--- config.mk ---
export PLATFORM = sky130hd
export DESIGN_NAME = int_ctrl
export DESIGN_NICKNAME = d
export VERILOG_FILES = /design/src/rtl/int_ctrl.sv
export SDC_FILE = /design/constraint.sdc
export NUM_CORES = 1
export LEC_CHECK = 0
export ABC_CLOCK_PERIOD_IN_PS = 5800
export BUFFER_PORTS_ARGS = -buffer_cell sky130_fd_sc_hd__clkbuf_2
export CORE_MARGIN = 8
export CORE_UTILIZATION = 27
export CTS_BUF_LIST = sky130_fd_sc_hd__clkbuf_16
export DETAILED_ROUTE_END_ITERATION = 12
export PLACE_DENSITY = 0.52
export SLEW_MARGIN = 15
export SYNTH_ARGS = -nofsm -noshare
export SYNTH_HDL_FRONTEND = slang
export SYNTH_SLANG_ARGS = --single-unit
export TNS_END_PERCENT = 50
--- constraint.sdc ---
create_clock -name clk -period 5.8 [get_ports clk]
set_input_delay 0.29 -clock clk [delete_from_list [all_inputs] [get_ports clk]]
set_output_delay 0.29 -clock clk [all_outputs]
set_load 0.005 [all_outputs]
--- src/rtl/int_ctrl.sv ---
// Interrupt sequencer: syncs OINT_n, drains/flushes the pipe, vectors IF, handshakes IACK_n, restores PC on eret.
// Optional nesting of one strictly-higher level behind macro INT_NEST_EN (default build: masked while busy).
module int_ctrl #(
    parameter logic [31:0] VEC_BASE   = 32'h0000_0080,
    parameter int          VEC_STRIDE = 8,
    parameter int          ACK_CYCLES = 2
) (
    input  logic        clk,
    input  logic        rst,
    input  logic [2:0]  OINT_n,
    output logic        IACK_n,
    input  logic        pipe_stall,
    input  logic [31:0] ex_pc,
    input  logic        eret,
    output logic        flush,
    output logic        pc_redirect,
    output logic [31:0] redirect_addr,
    output logic [31:0] epc,
    output logic [1:0]  cur_level,
    output logic        busy
);

    typedef enum logic [2:0] {
        S_IDLE,
        S_DRAIN,
        S_VECTOR,
        S_ACK,
        S_SERVICE
    } state_t;

    state_t      r_state;
    logic [2:0]  r_sync1;
    logic [2:0]  r_sync2;
    logic [3:0]  r_ack_cnt;
    logic [2:0]  w_req;
    logic        w_any;
    logic [1:0]  w_lvl;

`ifdef INT_NEST_EN
    logic        r_nested;
    logic [31:0] r_sh_epc;
    logic [1:0]  r_sh_lvl;
    logic        w_preempt;
`endif

    always_comb begin
        w_req = ~r_sync2;
        w_any = |w_req;
        if (w_req[2])      w_lvl = 2'd2;
        else if (w_req[1]) w_lvl = 2'd1;
        else               w_lvl = 2'd0;
`ifdef INT_NEST_EN
        w_preempt = !r_nested && w_any && (w_lvl > cur_level);
`endif
    end

    always_ff @(posedge clk or posedge rst) begin
        if (rst) begin
            r_sync1       <= 3'b111;
            r_sync2       <= 3'b111;
            r_state       <= S_IDLE;
            r_ack_cnt     <= 4'd0;
            IACK_n        <= 1'b1;
            flush         <= 1'b0;
            pc_redirect   <= 1'b0;
            redirect_addr <= 32'd0;
            epc           <= 32'd0;
            cur_level     <= 2'd0;
            busy          <= 1'b0;
`ifdef INT_NEST_EN
            r_nested      <= 1'b0;
            r_sh_epc      <= 32'd0;
            r_sh_lvl      <= 2'd0;
`endif
        end else begin
            r_sync1     <= OINT_n;
            r_sync2     <= r_sync1;
            flush       <= 1'b0;
            pc_redirect <= 1'b0;
            case (r_state)
                S_IDLE: begin
                    if (w_any && !busy) begin
                        cur_level <= w_lvl;
                        r_state   <= S_DRAIN;
                    end
                end
                S_DRAIN: begin
                    if (!pipe_stall) begin
                        epc     <= ex_pc;
                        flush   <= 1'b1;
                        r_state <= S_VECTOR;
                    end
                end
                S_VECTOR: begin
                    pc_redirect   <= 1'b1;
                    redirect_addr <= VEC_BASE + 32'(cur_level) * 32'(VEC_STRIDE);
                    busy          <= 1'b1;
                    IACK_n        <= 1'b0;
                    r_ack_cnt     <= 4'(ACK_CYCLES - 1);
                    r_state       <= S_ACK;
                end
                S_ACK: begin
                    // IACK_n went low on entry, so the count covers exactly ACK_CYCLES cycles
                    if (r_ack_cnt == 4'd0) begin
                        IACK_n  <= 1'b1;
                        r_state <= S_SERVICE;
                    end else begin
                        r_ack_cnt <= r_ack_cnt - 4'd1;
                    end
                end
                S_SERVICE: begin
                    if (eret) begin
                        pc_redirect   <= 1'b1;
                        flush         <= 1'b1;
                        redirect_addr <= epc;
`ifdef INT_NEST_EN
                        if (r_nested) begin
                            epc       <= r_sh_epc;
                            cur_level <= r_sh_lvl;
                            r_nested  <= 1'b0;
                        end else begin
                            busy    <= 1'b0;
                            r_state <= S_IDLE;
                        end
                    end else if (w_preempt) begin
                        r_sh_epc  <= epc;
                        r_sh_lvl  <= cur_level;
                        r_nested  <= 1'b1;
                        cur_level <= w_lvl;
                        r_state   <= S_DRAIN;
                    end
`else
                        busy    <= 1'b0;
                        r_state <= S_IDLE;
                    end
`endif
                end
                default: r_state <= S_IDLE;
            endcase
        end
    end

endmodule

; ---- After elaboration in Yosys (flattened, before gate mapping)
; Cells that the tools add are included.
[word_totals]
wordCells = 56
inputBits = 39
ff_bits = 83
[op_classes]
n_addsub = 2
reduce_logical = 13
eq_ne = 9
bitwise_logic = 2
muxes = 19
[ops]
columns = operator, count
row1 = case mux 32 bit (2 select lines), 1
row2 = 2-to-1 mux 32 bit, 1
row3 = case mux 3 bit (5 select lines), 1
row4 = 2-to-1 mux 3 bit, 4
row5 = inequality test 2 bit (second input constant), 5
row6 = AND reduction 2 bit, 5
row7 = adder 8 x 5 -> 9 bit (first input constant), 1
row8 = case mux 1 bit (2 select lines), 4
row9 = case mux 4 bit (2 select lines), 1
row10 = == test 3 x 2 -> 1 bit (second input constant), 2
row11 = 2-to-1 mux 1 bit, 5
row12 = zero test 4 bit, 1
row13 = 2-to-1 mux 4 bit, 1
row14 = AND reduction 4 bit, 1
row15 = nonzero test 2 bit, 2
row16 = subtractor 4 x 1 -> 4 bit (second input constant), 1
row17 = == test 3 x 1 -> 1 bit (second input constant), 1
row18 = == test 3 bit (second input constant), 1
row19 = zero test 3 bit, 1
row20 = inverter 3 bit, 1
row21 = OR reduction 3 bit, 1
row22 = 2-to-1 mux 2 bit, 1
row23 = logical AND 1 bit, 1
row24 = zero test 1 bit, 1
row25 = inverter 1 bit, 1

; ---- Longest topological paths before layout
; Gate-level depths: netlist of run 1.
[logic_depth]
depth_word = 5
ltp_mapped = 5

; ---- Worst setup path after synthesis of run 1
; OpenSTA, ideal clock, no wires.
[synth_timing]
path_kind = register -> register
startpoint = reg r_state[0]
endpoint = reg epc[10]
slack_ns = 4.195
t_arrival_ns = 1.480
path_buffers = 2
setup_time_ns = 0.125
path_stages_with_launch = 6
path_cell_list = dfrtp_1 -> buf_6 -> inv_2 -> nor4_4 -> buf_6 -> mux2_2
[synth_via]
elab_chain_cells = 2
[synth_lines]
columns = item, line
row1 = "start, declared", 31  ; state_t r_state;
row2 = "start signal, assigned", 61  ; r_state <= S_IDLE;
row3 = "start signal, assigned", 84  ; r_state <= S_DRAIN;
row4 = "start signal, assigned", 91  ; r_state <= S_VECTOR;
row5 = == test 3 x 1 -> 1 bit, 80  ; case (r_state)
row6 = AND reduction 2 bit (no source line), --
row7 = "end signal, assigned", 89  ; epc <= ex_pc;
row8 = "end, declared", 18  ; output logic [31:0] epc,
; No other way between the ends.
; A chain may end at the register's enable or synchronous reset.

; ---- Final worst setup path of run 1
[layout_timing]
startpoint = reg r_state[0]
endpoint = reg epc[29]
; Same word-level chain as after synthesis.

==> run_results.csv, run 1 <==
group,metric,value,unit
status,outcome,"finished, final reports clean",
die,fp.coreArea,12500,um2
die,initial_core_util,27.5,%
logic_synthesis,syn-num-nets,310,
critical_path,path_buf_inv,2,
sta,whs,33.1,ps
critical_path,path_max_fanout,19,
sta,timing.slew.headroom,35.7,%
logic_synthesis,synthCells,269,
logic_synthesis,yosysUniqueCellTypes,35,
logic_synthesis,avgSynthCellArea,12.8,um2
final_layout,area_growth,29.6,%
critical_path,cp.required,6020,ps
grt,antenna_found_initial,0,
critical_path,worstPathCellList,"inv_2, nor4_4, buf_4, mux2_2",
die,die_area,16600,um2
final_layout,final_net_count,421,
sta,period_minus_slack,2560,ps
worst_hold_path,hold_class,"primary input to flip-flop",
critical_path,max_stage_delay,880,ps
cts,clock_sinks,83,
cts,cts_resized,0,
pwr,fin_total_pwr,2.17,mW
cts,clk_pin_slew,60,ps
die,rows,41,
logic_synthesis,synth_top_area_share,55.2,%
final_layout,final_util,35.7,%
sta,fin_crit_sh,44.1,%
cts,cts-hold-fix-buffers,0,
die,io_pins,109,
critical_path,cp-start-kind,"flip-flop",
logic_synthesis,ys_seq_elements,83,
logic_synthesis,synth_area_leader_cell,"dfrtp_1",
grt,track_usage,10.1,%
drt,avgRoutedWirePerCell,14.3,um
logic_synthesis,synthFlopType,"dfrtp_1",
sta,setup_tns,0,ps
cts,clock_path_buffers,2,
placed_design,dp_hpwl,5680,um
job,cap_violations,0,
drt,first_pass_iters,4,
sta,slew_violations,0,
final_layout,nFillCells,1292,
final_layout,insertedDiodeCount,0,
grt,grt_max_degree,84,
die,chipWidth,129,um
cts,cts_buffers,9,
final_layout,final_layout_size_suffix_gt1_share,45.7,%
drt,via_per_inst,4.18,
drt,drt-initial-drc-count,97,
drt,drc_errors,0,
sta,worst_pin_slew,957,ps
cts,htree_num_levels,3,
sta,worst_clock_skew,3.89,ps
pwr,irDropWorstVdd,0.196,mV
logic_synthesis,yosysWarnings,0,
critical_path,worstPathArrival,2780,ps
logic_synthesis,synth-edff-count,0,
sta,finalSetupViolations,0,
cts,clk_latency,340,ps
logic_synthesis,syn_area,3440,um2
sta,fmax,391,MHz
logic_synthesis,synthArstFlopShare,100,%
grt,grt_pass1_vias,2499,
placed_design,gp_congestion,0.713,
cts,cts_tree,"built",
grt,grt_pass1_wl,13000,um
logic_synthesis,seq_area_frac_synth,60.6,%
die,die-height,129,um
final_layout,fin_cells,557,
critical_path,crit_type,"flip-flop to flip-flop",
drt,wl,7950,um
cts,ctsRootBufferMaster,"clkbuf_16",
critical_path,cpMaxStageDelayCell,"nor4_4",
critical_path,critPathCaptureType,"flip-flop",
pwr,p_leak,2.06,nW
sta,hold_viol_final,0,
final_layout,layout_commonest_cell,"clkbuf_2",
pwr,power_density,485,nW/um2
grt,overflow,0,
sta,rsz0062_at_grt,"no",
critical_path,crit_family,"simple AND/OR/NAND/NOR gates",
cts,cts_setup_buffers,0,
drt,antenna_left,0,
logic_synthesis,synthTopCellsByArea,"dfrtp_1, mux2_2, mux2i_1, dfstp_2, inv_1",
placed_design,io_buffers,108,
drt,vias,2327,
placed_design,dpl.cell_count,541,
final_layout,final_cell_mix,"clkbuf_2, dfrtp_1, mux2_2",
-- layer usage --
metal	GRT usage, %	share of wire [%]	vias up
li1	-	-	1110
met3	4.84	7.9	8
met2	14.8	45	66
met1	12.5	45	1143
met4	4.15	1.6	0
met5	0	0	-
-- where the power goes --
| group | total, mW | internal (mW) | switching, mW |
|---|---|---|---|
| sequential | 0.917 | 0.763 | 0.154 |
| clock | 0.594 | 0.371 | 0.222 |
| combinational | 0.657 | 0.359 | 0.298 |
| total | 2.17 | 1.49 | 0.675 |
-- worst reg2reg max path, stage by stage, from the launching register on --
cell     delay (ps)
dfrtp_1         590
inv_2           170
nor4_4          880
buf_4           430
mux2_2          380
-- state kept, by name, summed over array words and instances (netlist names) --
register,count
r_sync1,3
IACK_n,1
flush,1
pc_redirect,1
redirect_addr,32
cur_level,2
r_sync2,3
r_ack_cnt,4
epc,32
r_state,3
busy,1
-- synthesized netlist by cell type, types with 2 or more instances --
cell type,count
dfrtp_1,76
mux2_2,38
inv_1,35
nand2_1,31
mux2i_1,30
dfstp_2,7
a21oi_1,5
buf_2,5
buf_6,4
a31oi_1,3
buf_4,3
nand2b_1,3
nor2b_1,3
nor3_1,3
ha_1,2
o21ai_0,2
-- through the flow --
| step | cell area, um2 | setup slack [ps] |
|---|---|---|
| after global placement | 4150 | 3260 |
| after detailed placement | 4150 | 3160 |
| after floorplan | 3440 | 3380 |
| after CTS | 4460 | 3150 |
| after global routing | 4470 | 3050 |
| final | 4470 | 3240 |
-- final timing paths --
| kind | slack, ps | start | endpoint | cells after the start |
|---|---|---|---|---|
| max | 3240 | r_state[0] | epc[29] | 4 |
| min in group asynchronous | 100 | rst | epc[28] | 3 |
| min | 30 | OINT_n[1] | r_sync1[1] | 1 |
| max in group asynchronous | 5120 | rst | redirect_addr[0] | 3 |
| min reg2reg | 360 | r_sync1[1] | r_sync2[1] | 0 |
| max reg2reg | 3240 | r_state[0] | epc[29] | 4 |
-- logic make-up (layout without fill, tap and decap cells) --
logic type	after synthesis	count (layout)	share of synthesized area [%]
AOI/OAI and AO/OA	18	18	3.45
muxes	69	69	21.5
adders and majority gates	2	2	0.726
and+or+nand+nor	49	49	7.19
DFF	83	83	60.6
buffers and inverters	48	164	6.61
-- cell type report --
type	instances	area (um2)	share of cell area [%]
sequential	83	2090	46.7
multi-input combinational	138	1140	25.6
inverter	36	136	3.05
clock buffer	9	225	5.04
clock inverter	7	83.8	1.88
tap	172	215	4.82
timing repair buffer	112	574	12.9
Power figures use the tool's default switching activity.
==> run 2: changes to the inputs <==
--- a/config.mk
+++ b/config.mk
@@ -5,7 +5,7 @@
 export SDC_FILE = /design/constraint.sdc
 export NUM_CORES = 1
 export LEC_CHECK = 0
-export ABC_CLOCK_PERIOD_IN_PS = 5800
+export ABC_CLOCK_PERIOD_IN_PS = 2500
 export BUFFER_PORTS_ARGS = -buffer_cell sky130_fd_sc_hd__clkbuf_2
 export CORE_MARGIN = 8
 export CORE_UTILIZATION = 27
==> constraint.sdc (replaced) <==
create_clock -name clk -period 2.5 [get_ports clk]
set_input_delay 0.125 -clock clk [delete_from_list [all_inputs] [get_ports clk]]
set_output_delay 0.125 -clock clk [all_outputs]
set_load 0.005 [all_outputs]
==> run_results.csv, run 2 (same netlist as run 1, synthesis figures left out) <==
group,metric,value,unit
cts,cts_buffers,9,
critical_path,cpMaxStageDelayCell,"dfrtp_1",
pwr,power_density,1070,nW/um2
die,die-height,129,um
critical_path,cp-start-kind,"flip-flop",
sta,finalSetupViolations,0,
critical_path,crit_type,"flip-flop to flip-flop",
worst_hold_path,min_from,"ex_pc[5]",
placed_design,dp_hpwl,5800,um
die,fp.coreArea,12500,um2
cts,clock_path_buffers,2,
drt,first_pass_iters,4,
critical_path,cp.required,2720,ps
placed_design,dpl.cell_count,544,
placed_design,dpl-instance-area,4190,um2
final_layout,fin_cells,566,
placed_design,pre_cts_ws,605,ps
die,chipWidth,129,um
critical_path,path_max_fanout,19,
critical_path,critPathCaptureType,"flip-flop",
cts,cts_tree,"built",
cts,cts_resized,0,
cts,cts_setup_buffers,0,
cts,clk_latency,340,ps
sta,fin_crit_sh,75.6,%
cts,clock_sinks,83,
placed_design,io_buffers,108,
critical_path,worstPathArrival,2110,ps
drt,avgRoutedWirePerCell,14.0,um
placed_design,gp_congestion,0.731,
grt,track_usage,10.3,%
job,cap_violations,0,
critical_path,max_stage_delay,600,ps
cts,clk_pin_slew,60,ps
drt,vias,2334,
critical_path,timing.rr.start,"r_state[0]",
grt,antenna_found_initial,0,
grt,grt_pass1_vias,2561,
sta,period_minus_slack,1890,ps
grt,grt_pass1_wl,13000,um
critical_path,worstSetupStartpoint,"r_state[0]",
sta,rsz0062_at_grt,"no",
critical_path,path_buf_inv,2,
drt,via_per_inst,4.12,
drt,antenna_left,0,
grt,grt_max_degree,48,
worst_hold_path,hold_class,"primary input to flip-flop",
critical_path,worstPathCellList,"inv_2, nor4_4, buf_4, mux2_2",
cts,htree_num_levels,3,
sta,worst_clock_skew,5.18,ps
sta,whs,15.2,ps
final_layout,layout_commonest_cell,"clkbuf_2",
drt,wl,7940,um
final_layout,final_net_count,431,
grt,overflow,0,
drt,drc_errors,0,
drt,drt-initial-drc-count,71,
die,rows,41,
final_layout,nFillCells,1293,
sta,fmax,529,MHz
final_layout,final_cell_mix,"clkbuf_2, dfrtp_1, mux2_2",
die,io_pins,109,
final_layout,final_layout_size_suffix_gt1_share,44.9,%
final_layout,reg_top3,"epc: 32 flops, redirect_addr: 32 flops, r_ack_cnt: 4 flops",
sta,setup_tns,0,ps
sta,fin_ws,609,ps
pwr,irDropWorstVdd,0.428,mV
cts,ctsRootBufferMaster,"clkbuf_16",
sta,timing.slew.headroom,56.4,%
pwr,p_leak,2.09,nW
status,outcome,"finished, final reports clean",
final_layout,area_growth,30.9,%
final_layout,insertedDiodeCount,0,
sta,worst_pin_slew,654,ps
die,die_area,16600,um2
sta,slew_violations,0,
sta,hold_viol_final,0,
die,initial_core_util,27.5,%
critical_path,crit_family,"flip-flops",
final_layout,final_cell_area,4510,um2
[run 2: metal layers]
layer	wire length [um]	vias up	share of wire, %	GRT usage, %
met5	0	-	0	0
met4	121	0	1.5	4.01
met3	675	11	8.5	5.25
met2	3850	71	48	16.4
met1	3300	1120	42	11.5
li1	-	1132	-	-
[run 2: final cells by class]
class | instances | area, um2 | share of cell area, %
Sequential cell | 83 | 2090 | 46.2
Clock buffer | 9 | 225 | 4.99
Clock inverter | 6 | 27.5 | 0.610
Inverter | 36 | 136 | 3.02
Tap cell | 172 | 215 | 4.77
Timing Repair Buffer | 122 | 676 | 15.0
Multi-Input combinational cell | 138 | 1140 | 25.4
[run 2: metrics by stage]
stage	power (mW)	util, %
2_1_floorplan	3.11	-
3_3_place_gp	3.71	33.5
3_5_place_dp	3.75	33.5
4_1_cts	4.93	36.0
5_1_grt	5.18	36.0
6_report	4.83	36.0
[run 2: what timing repair did]
item                                   in CTS  in global routing
setup endpoints to repair                   0                  0
endpoints found under the hold margin      41                  1
hold buffers                                6                  1
[run 2: worst reg2reg max path: stages, from the launching register on]
cell     delay (ps)
dfrtp_1         600
inv_2           160
nor4_4          320
buf_4           320
mux2_2          380
[run 2: power by group]
| part | internal [mW] | switching, mW | total, mW | leakage [nW] |
|---|---|---|---|---|
| sequential | 1.77 | 0.360 | 2.13 | 1.04 |
| clock | 0.650 | 0.498 | 1.15 | 0.133 |
| combinational | 0.854 | 0.694 | 1.55 | 0.925 |
[run 2: worst paths after layout]
check	end	slack (ps)	depth (start not counted)
worst max-delay path	epc[1]	610	4
worst min-delay path	epc[5]	20	2
worst max register to register	epc[1]	610	4
worst min register to register	r_sync2[1]	350	0
max in group asynchronous	r_sync1[2]	1380	4
min in group asynchronous	epc[29]	400	3
==> run 3: changes to the inputs <==
--- a/config.mk
+++ b/config.mk
@@ -5,13 +5,13 @@
 export SDC_FILE = /design/constraint.sdc
 export NUM_CORES = 1
 export LEC_CHECK = 0
-export ABC_CLOCK_PERIOD_IN_PS = 2500
+export ABC_CLOCK_PERIOD_IN_PS = 1600
 export BUFFER_PORTS_ARGS = -buffer_cell sky130_fd_sc_hd__clkbuf_2
 export CORE_MARGIN = 8
 export CORE_UTILIZATION = 27
 export CTS_BUF_LIST = sky130_fd_sc_hd__clkbuf_16
 export DETAILED_ROUTE_END_ITERATION = 12
-export PLACE_DENSITY = 0.52
+export PLACE_DENSITY = 0.53
 export SLEW_MARGIN = 15
 export SYNTH_ARGS = -nofsm -noshare
 export SYNTH_HDL_FRONTEND = slang
==> constraint.sdc (replaced) <==
create_clock -name clk -period 1.6 [get_ports clk]
set_input_delay 0.08 -clock clk [delete_from_list [all_inputs] [get_ports clk]]
set_output_delay 0.08 -clock clk [all_outputs]
set_load 0.005 [all_outputs]
==> run_results.csv, run 3 (same netlist as run 1, synthesis figures left out) <==
group,metric,value,unit
pwr,switching_share,32.1,%
drt,drt-initial-drc-count,106,
sta,fin_ws,22.2,ps
die,initial_core_util,27.5,%
grt,antenna_found_initial,0,
final_layout,final_util,39.6,%
sta,slew_violations,0,
critical_path,crit_type,"flip-flop to flip-flop",
die,rows,41,
status,outcome,"finished, final reports clean",
final_layout,multiInputGateArea,1160,um2
cts,clock_path_buffers,2,
grt,grt_pass1_wl,13800,um
drt,avgRoutedWirePerCell,14.2,um
sta,rsz0062_at_grt,"yes",
grt,grt_pass1_vias,2711,
placed_design,pre_cts_ws,2.85,ps
cts,cts_tree,"built",
sta,fin_crit_sh,98.6,%
sta,worst_clock_skew,6.20,ps
cts,cts_buffers,9,
die,die-height,129,um
placed_design,io_buffers,108,
critical_path,cp-start-kind,"flip-flop",
final_layout,fin_cells,608,
pwr,pwr-share-seq,41.6,%
pwr,p_int,5.38,mW
pwr,switchingPower,2.54,mW
cts,clock_sinks,83,
die,fp.coreArea,12500,um2
placed_design,dpl-instance-area,4300,um2
sta,timing.slew.headroom,59.5,%
pwr,p_leak,2.29,nW
pwr,fin_total_pwr,7.92,mW
sta,fmax,634,MHz
placed_design,dp_hpwl,5960,um
final_layout,final_cell_area,4950,um2
final_layout,final_layout_size_suffix_gt1_share,44.0,%
pwr,irDropWorstVdd,0.623,mV
drt,via_per_inst,4.16,
critical_path,cp.required,1810,ps
die,io_pins,109,
drt,vias,2529,
cts,clk_latency,330,ps
job,cap_violations,0,
grt,overflow,0,
drt,drc_errors,0,
drt,wl,8610,um
critical_path,critPathCaptureType,"flip-flop",
final_layout,seqCellArea,2090,um2
pwr,power_density,1600,nW/um2
worst_hold_path,hold_class,"primary input to flip-flop",
pwr,clkPwrFrac,22.6,%
sta,whs,99.4,ps
sta,hold_viol_final,0,
sta,finalSetupViolations,0,
die,chipWidth,129,um
final_layout,final_cell_mix,"clkbuf_2, dfrtp_1, mux2_2",
critical_path,path_max_fanout,18,
grt,grt_max_degree,32,
final_layout,nFillCells,1251,
drt,first_pass_iters,4,
placed_design,dpl.cell_count,554,
cts,clk_pin_slew,60,ps
final_layout,insertedDiodeCount,0,
final_layout,reg_top3,"epc: 32 flops, redirect_addr: 32 flops, r_ack_cnt: 4 flops",
sta,worst_pin_slew,606,ps
critical_path,worstPathArrival,1790,ps
final_layout,layout_commonest_cell,"clkbuf_2",
die,die_area,16600,um2
final_layout,final_net_count,472,
sta,setup_tns,0,ps
pwr,comb_power_share,35.8,%
final_layout,area_growth,43.8,%
sta,period_minus_slack,1580,ps
cts,htree_num_levels,3,
drt,antenna_left,0,
grt,track_usage,10.8,%
cts,ctsRootBufferMaster,"clkbuf_16",
placed_design,gp_congestion,0.719,
-- run 3: cell count changes in the layout (fill, tap and decap cells not counted), sizes merged --
cell | before | now
dlygate4sd3 | 7 | 37
buf | 7 | 18
clkinv | 3 | 5
inv | 38 | 37
-- run 3: worst max-delay path: stages (launching register included) --
cell and delay, ps:
dfrtp_1 410, inv_2 70, nor4_4 280, buf_4 320, mux2_2 380
-- run 3: cell type report --
cell class                 instances  area share (%)
clock inverter                     7           0.581
sequential                        83            42.1
inverter                          36            2.80
clock buffer                       9            4.55
timing repair buffer             163            22.2
tap                              172            4.34
multi-input combinational        138            23.4
-- run 3: path summary, 6_finish.rpt --
kind                                 start          to  slack (ps)  depth (start not counted)
worst max-delay path            r_state[0]      epc[1]          20                          4
worst min register to register  r_sync1[0]  r_sync2[0]         360                          0
worst min-delay path            pipe_stall  r_state[1]         100                          3
min in group asynchronous              rst     epc[21]         370                          3
max in group asynchronous              rst      IACK_n         620                          4
worst max register to register  r_state[0]      epc[1]          20                          4
-- run 3: layer usage --
metal / global-route usage [%] / vias to the layer above / part of all wire [%] / wire length, um
li1: - / 1209 / - / -
met1: 12.9 / 1238 / 44 / 3790
met2: 17.0 / 72 / 48 / 4090
met3: 4.30 / 10 / 7.1 / 615
met4: 4.15 / 0 / 1.3 / 109
met5: 0 / - / 0 / 0
-- run 3: power by group through the flow --
stage	Combinational [mW]	Sequential, mW	Clock, mW
6_report	2.83	3.30	1.79
5_1_grt	3.10	3.40	1.95
4_1_cts	2.86	3.29	1.87
3_5_place_dp	2.78	3.32	0
3_3_place_gp	2.74	3.30	0
2_1_floorplan	1.63	3.23	0
-- run 3: what timing repair did --
action | 4_1_cts | 5_1_grt
buffers inserted | 0 | 1
endpoints found under the hold margin | 52 | 1
hold buffers | 36 | 1
endpoints found under the setup margin | 1 | 46
resized for setup | 1 | 6
pin swaps | 0 | 0
